==> src/rtl/usb_wb_arbiter.sv <==
// Round-robin two-master Wishbone arbiter in front of the USB core slave port.
// Define WB_ARB_TIMEOUT_EN to enable the STB-without-ACK abort watchdog.
module usb_wb_arbiter #(
    parameter int ADR_W          = 14,
    parameter int DAT_W          = 32,
    parameter int SEL_W          = 4,
    parameter int TIMEOUT_CYCLES = 64
) (
    input  logic             clk,
    input  logic             rst_n,
    input  logic             m0_wb_CYC,
    input  logic             m0_wb_STB,
    input  logic             m0_wb_WE,
    input  logic [ADR_W-1:0] m0_wb_ADR,
    input  logic [SEL_W-1:0] m0_wb_SEL,
    input  logic [DAT_W-1:0] m0_wb_DAT_MOSI,
    output logic             m0_wb_ACK,
    output logic             m0_wb_ERR,
    output logic [DAT_W-1:0] m0_wb_DAT_MISO,
    input  logic             m1_wb_CYC,
    input  logic             m1_wb_STB,
    input  logic             m1_wb_WE,
    input  logic [ADR_W-1:0] m1_wb_ADR,
    input  logic [SEL_W-1:0] m1_wb_SEL,
    input  logic [DAT_W-1:0] m1_wb_DAT_MOSI,
    output logic             m1_wb_ACK,
    output logic             m1_wb_ERR,
    output logic [DAT_W-1:0] m1_wb_DAT_MISO,
    output logic             s_wb_CYC,
    output logic             s_wb_STB,
    output logic             s_wb_WE,
    output logic [ADR_W-1:0] s_wb_ADR,
    output logic [SEL_W-1:0] s_wb_SEL,
    output logic [DAT_W-1:0] s_wb_DAT_MOSI,
    input  logic             s_wb_ACK,
    input  logic [DAT_W-1:0] s_wb_DAT_MISO,
    output logic [1:0]       grant
);

`ifdef WB_ARB_TIMEOUT_EN
    typedef enum logic [1:0] {
        IDLE  = 2'd0,
        OWN   = 2'd1,
        ABORT = 2'd2,
        DRAIN = 2'd3
    } state_t;
`else
    typedef enum logic [1:0] {
        IDLE = 2'd0,
        OWN  = 2'd1
    } state_t;
`endif

    state_t     state_q, state_d;
    logic [1:0] grant_q, grant_d;
    logic       last_q, last_d;
    logic       own;
    logic       own_cyc;
    logic       in_own;
    logic       pick1;
    logic       tmo_hit;

    assign own     = grant_q[1];
    assign own_cyc = own ? m1_wb_CYC : m0_wb_CYC;
    assign in_own  = (state_q == OWN);
    assign grant   = grant_q;

`ifdef WB_ARB_TIMEOUT_EN
    localparam logic [15:0] TMO_LAST = 16'(TIMEOUT_CYCLES - 1);
    logic [15:0] tmo_cnt;

    assign tmo_hit = in_own && s_wb_STB && !s_wb_ACK && (tmo_cnt == TMO_LAST);

    always_ff @(posedge clk or negedge rst_n) begin
        if (!rst_n) begin
            tmo_cnt <= '0;
        end else if (in_own && s_wb_STB && !s_wb_ACK) begin
            tmo_cnt <= tmo_hit ? 16'd0 : tmo_cnt + 16'd1;
        end else begin
            tmo_cnt <= '0;
        end
    end
`else
    logic unused_tmo;
    assign unused_tmo = ^TIMEOUT_CYCLES;
    assign tmo_hit    = 1'b0;
`endif

    // Tie goes to the master not served last; last_q=1 means m1 went last.
    assign pick1 = m1_wb_CYC && (!m0_wb_CYC || !last_q);

    always_ff @(posedge clk or negedge rst_n) begin
        if (!rst_n) begin
            state_q <= IDLE;
            grant_q <= 2'b00;
            last_q  <= 1'b1;
        end else begin
            state_q <= state_d;
            grant_q <= grant_d;
            last_q  <= last_d;
        end
    end

    always_comb begin
        state_d = state_q;
        grant_d = grant_q;
        last_d  = last_q;
        unique case (state_q)
            IDLE: begin
                if (m0_wb_CYC || m1_wb_CYC) begin
                    state_d = OWN;
                    grant_d = pick1 ? 2'b10 : 2'b01;
                end
            end
            OWN: begin
                if (!own_cyc) begin
                    state_d = IDLE;
                    grant_d = 2'b00;
                    last_d  = own;
                end else if (tmo_hit) begin
`ifdef WB_ARB_TIMEOUT_EN
                    state_d = ABORT;
`endif
                end
            end
`ifdef WB_ARB_TIMEOUT_EN
            ABORT: begin
                state_d = DRAIN;
            end
            DRAIN: begin
                if (!own_cyc) begin
                    state_d = IDLE;
                    grant_d = 2'b00;
                    last_d  = own;
                end
            end
`endif
            default: begin
                state_d = IDLE;
                grant_d = 2'b00;
            end
        endcase
    end

    always_comb begin
        s_wb_CYC      = 1'b0;
        s_wb_STB      = 1'b0;
        s_wb_WE       = 1'b0;
        s_wb_ADR      = '0;
        s_wb_SEL      = '0;
        s_wb_DAT_MOSI = '0;
        if (in_own) begin
            if (own) begin
                s_wb_CYC      = m1_wb_CYC;
                s_wb_STB      = m1_wb_STB;
                s_wb_WE       = m1_wb_WE;
                s_wb_ADR      = m1_wb_ADR;
                s_wb_SEL      = m1_wb_SEL;
                s_wb_DAT_MOSI = m1_wb_DAT_MOSI;
            end else begin
                s_wb_CYC      = m0_wb_CYC;
                s_wb_STB      = m0_wb_STB;
                s_wb_WE       = m0_wb_WE;
                s_wb_ADR      = m0_wb_ADR;
                s_wb_SEL      = m0_wb_SEL;
                s_wb_DAT_MOSI = m0_wb_DAT_MOSI;
            end
        end
    end

    assign m0_wb_ACK      = in_own && grant_q[0] && s_wb_ACK;
    assign m1_wb_ACK      = in_own && grant_q[1] && s_wb_ACK;
    assign m0_wb_DAT_MISO = grant_q[0] ? s_wb_DAT_MISO : '0;
    assign m1_wb_DAT_MISO = grant_q[1] ? s_wb_DAT_MISO : '0;

`ifdef WB_ARB_TIMEOUT_EN
    assign m0_wb_ERR = (state_q == ABORT) && grant_q[0];
    assign m1_wb_ERR = (state_q == ABORT) && grant_q[1];
`else
    assign m0_wb_ERR = 1'b0;
    assign m1_wb_ERR = 1'b0;
`endif

endmodule

==> config.mk <==
export PLATFORM = sky130hd
export DESIGN_NAME = usb_wb_arbiter
export DESIGN_NICKNAME = d
export VERILOG_FILES = /design/src/rtl/usb_wb_arbiter.sv
export SDC_FILE = /design/constraint.sdc
export NUM_CORES = 1
export LEC_CHECK = 0
export CORE_AREA = 2 2 101 103
export DETAILED_ROUTE_END_ITERATION = 8
export DIE_AREA = 0 0 103 105
export GPL_TIMING_DRIVEN = 0
export HOLD_SLACK_MARGIN = 0.03
export PLACE_DENSITY_LB_ADDON = 0.2
export SYNTH_ARGS = -nofsm -noshare
export SYNTH_HDL_FRONTEND = slang
export SYNTH_SLANG_ARGS = --single-unit
==> constraint.sdc <==
create_clock -name clk -period 2.75 [get_ports clk]
set_clock_uncertainty 0.1 [all_clocks]
set_input_delay 0.55 -clock clk [delete_from_list [all_inputs] [get_ports clk]]
set_output_delay 0.55 -clock clk [all_outputs]
set_load 0.1 [all_outputs]
==> results <==
metal layers:
metal | vias up | wire length, µm
met5 | - | 0
met1 | 1071 | 2540
met4 | 0 | 82
met3 | 8 | 963
met2 | 150 | 4450
li1 | 1216 | -
report_power, final:
| group | switching [mW] | total [mW] | internal (mW) |
|---|---|---|---|
| Combinational | 3.37 | 4.41 | 1.05 |
| Clock | 0.0338 | 0.133 | 0.0993 |
| Sequential | 0.0262 | 0.111 | 0.0848 |
flip-flops by register name (all words and copies together) (netlist names):
name,count
grant,2
last_q,1
state_q,1
through the flow:
step	instances	TNS, ps	setup slack (ps)	hold WS [ps]	utilization (%)
2_1_floorplan	212	-148	-148	154	-
3_3_place_gp	606	-37880	-612	380	48.4
3_5_place_dp	606	-38340	-632	406	48.4
4_1_cts	610	0	0.463	403	49.4
5_1_grt	610	0	0.744	414	48.7
6_report	610	0	52.0	396	48.7
worst paths after layout:
kind                                           start                endpoint  cells after the start
worst max-delay path                       m0_wb_STB                s_wb_STB                      4
worst min-delay path              last_q$_DFFE_PN1P_      last_q$_DFFE_PN1P_                      2
worst max register to register  grant[1]$_DFFE_PN0P_    grant[0]$_DFFE_PN0P_                      4
worst min register to register    last_q$_DFFE_PN1P_      last_q$_DFFE_PN1P_                      2
max in group asynchronous                      rst_n      last_q$_DFFE_PN1P_                      1
min in group asynchronous                      rst_n  state_q[0]$_DFFE_PN0P_                      1
worst max-delay path: stages:
cell             delay (ps)
clkdlybuf4s50_1         460
mux2i_1                  90
nor2_4                   80
dlygate4sd2_1           860
logic make-up (layout without fill, tap and decap cells):
group	Yosys count	after routing	share of synthesized area, %
muxes	54	54	37.4
buffers and inverters	21	286	8.43
and+or+nand+nor	126	126	44.7
AOI/OAI and AO/OA	5	5	2.24
other	1	2	0.258
DFF	4	4	6.96
cells in the mapped netlist:
cell type  count  share of area [%]
inv_2          1               0.26
dfstp_2        1                1.8
dfrtp_1        3                5.2
a22o_1         1               0.60
a21oi_1        1               0.34
a31o_1         1               0.60
and2b_1        1               0.52
mux2i_2        1               0.95
nor2_1        54                 14
nor3b_1        1               0.52
conb_1         1               0.26
mux2i_1       53                 36
nand2b_1       1               0.43
buf_6          2                1.5
clkbuf_1       7                1.8
and2_1        64                 28
and3_1         2               0.86
buf_4          6                3.1
nand2_1        2               0.52
nor2b_1        1               0.43
clkbuf_2       2               0.69
o21ai_0        2               0.69
buf_2          3                1.0
final cells by class:
| type | count | area share [%] |
|---|---|---|
| inverters | 1 | 0.0799 |
| repair buffers | 261 | 55.2 |
| plain buffers | 20 | 2.64 |
| clock buffers | 4 | 0.959 |
| multi-input cells | 187 | 35.4 |
| well taps | 133 | 3.54 |
| flip-flops and latches | 4 | 2.16 |
==> results.json <==
{
  "antenna_cells": 0,
  "die_h_um": 105,
  "postPlaceCellArea_um2": 4670,
  "io_buffers": 261,
  "mostFrequentLayoutCell": "clkdlybuf4s50_1",
  "num_vias": 2445,
  "maxCapViolations": 0,
  "die_w_um": 103,
  "report.final.slew_viol_count": 0,
  "cts-root-buf": "clkbuf_8",
  "tightest_slew_ps": 1000,
  "fin_area_um2": 4700,
  "postRouteAntennaNets": 0,
  "antenna_found_initial": 0,
  "yosys_warnings": 0,
  "start_util_pct": 15.1,
  "fin_crit_sh_pct": 98.1,
  "netlist_area_um2": 1460,
  "syn_inst": 211,
  "area_growth_syn_to_layout_pct": 223,
  "p_per_area_nw_per_um2": 992,
  "gp_routability_congestion": 0.747,
  "post_cts.repair.setup_buffers": 0,
  "numCtsBuffers": 3,
  "grt_max_degree": 11,
  "start_kind": "input pin",
  "crit_path_max_fanout": 1,
  "rows": 36,
  "synth_seq_area_share_pct": 6.96,
  "overflow": 0,
  "max_slew_margin_pct": 32.9,
  "finalHoldViolCount": 0,
  "path_clk_slew_ps": 30,
  "synth.avg_cell_area_um2": 6.90,
  "cts_sinks": 4,
  "drt-initial-drc-count": 30,
  "rsz0062_at_grt": "false",
  "fmax_ghz": 0.371,
  "grt.total_usage_pct": 14.0,
  "power.total_mw": 4.66,
  "multiInputGateArea_um2": 1660,
  "p_leak_nw": 1.91,
  "clock_path_buffers": 2,
  "hpwlAfterDp_um": 7100,
  "cts_tree": "done",
  "ctsResizeCount": 278,
  "clk_latency_ps": 220,
  "grt_use_met2_pct": 28.6,
  "htreeDepth": 1,
  "grt-busiest-layer": "met2",
  "drive_gt1_share_pct": 42.1,
  "first_global_vias": 2444,
  "setup_viol": 0,
  "end_kind": "primary output",
  "drc": 0,
  "drt_wl_total_um": 8040,
  "crit_type": "input pin to primary output",
  "r2r_slack_ps": 1450,
  "cp.arrival_ps": 2050,
  "cp.required_ps": 2100,
  "status": "finished, final reports clean",
  "synth_cell_types": 23,
  "wl_per_cell_um": 13.2,
  "regArea_um2": 101,
  "hold_path.class": "flop to flop",
  "gr-usage-met3_pct": 4.28,
  "min_period_ps": 2700,
  "final_cell_mix": "142 x clkdlybuf4s50_1, 71 x clkdlybuf4s15_2, 53 x mux2i_1, 51 x nor2_4",
  "fillers": 966,
  "io_pins": 264,
  "vdd_drop_max_mv": 0.444,
  "met1_usage_pct": 13.2,
  "ctsHoldBuffers": 0,
  "fin_nets": 619,
  "coreArea_um2": 9640,
  "die_area_um2": 10800,
  "first_pass_iters": 4,
  "grt_pass1_wl_um": 12200,
  "viasPerCell": 4.01,
  "ys_ff_latch": 4
}
Power figures use the tool's default switching activity.
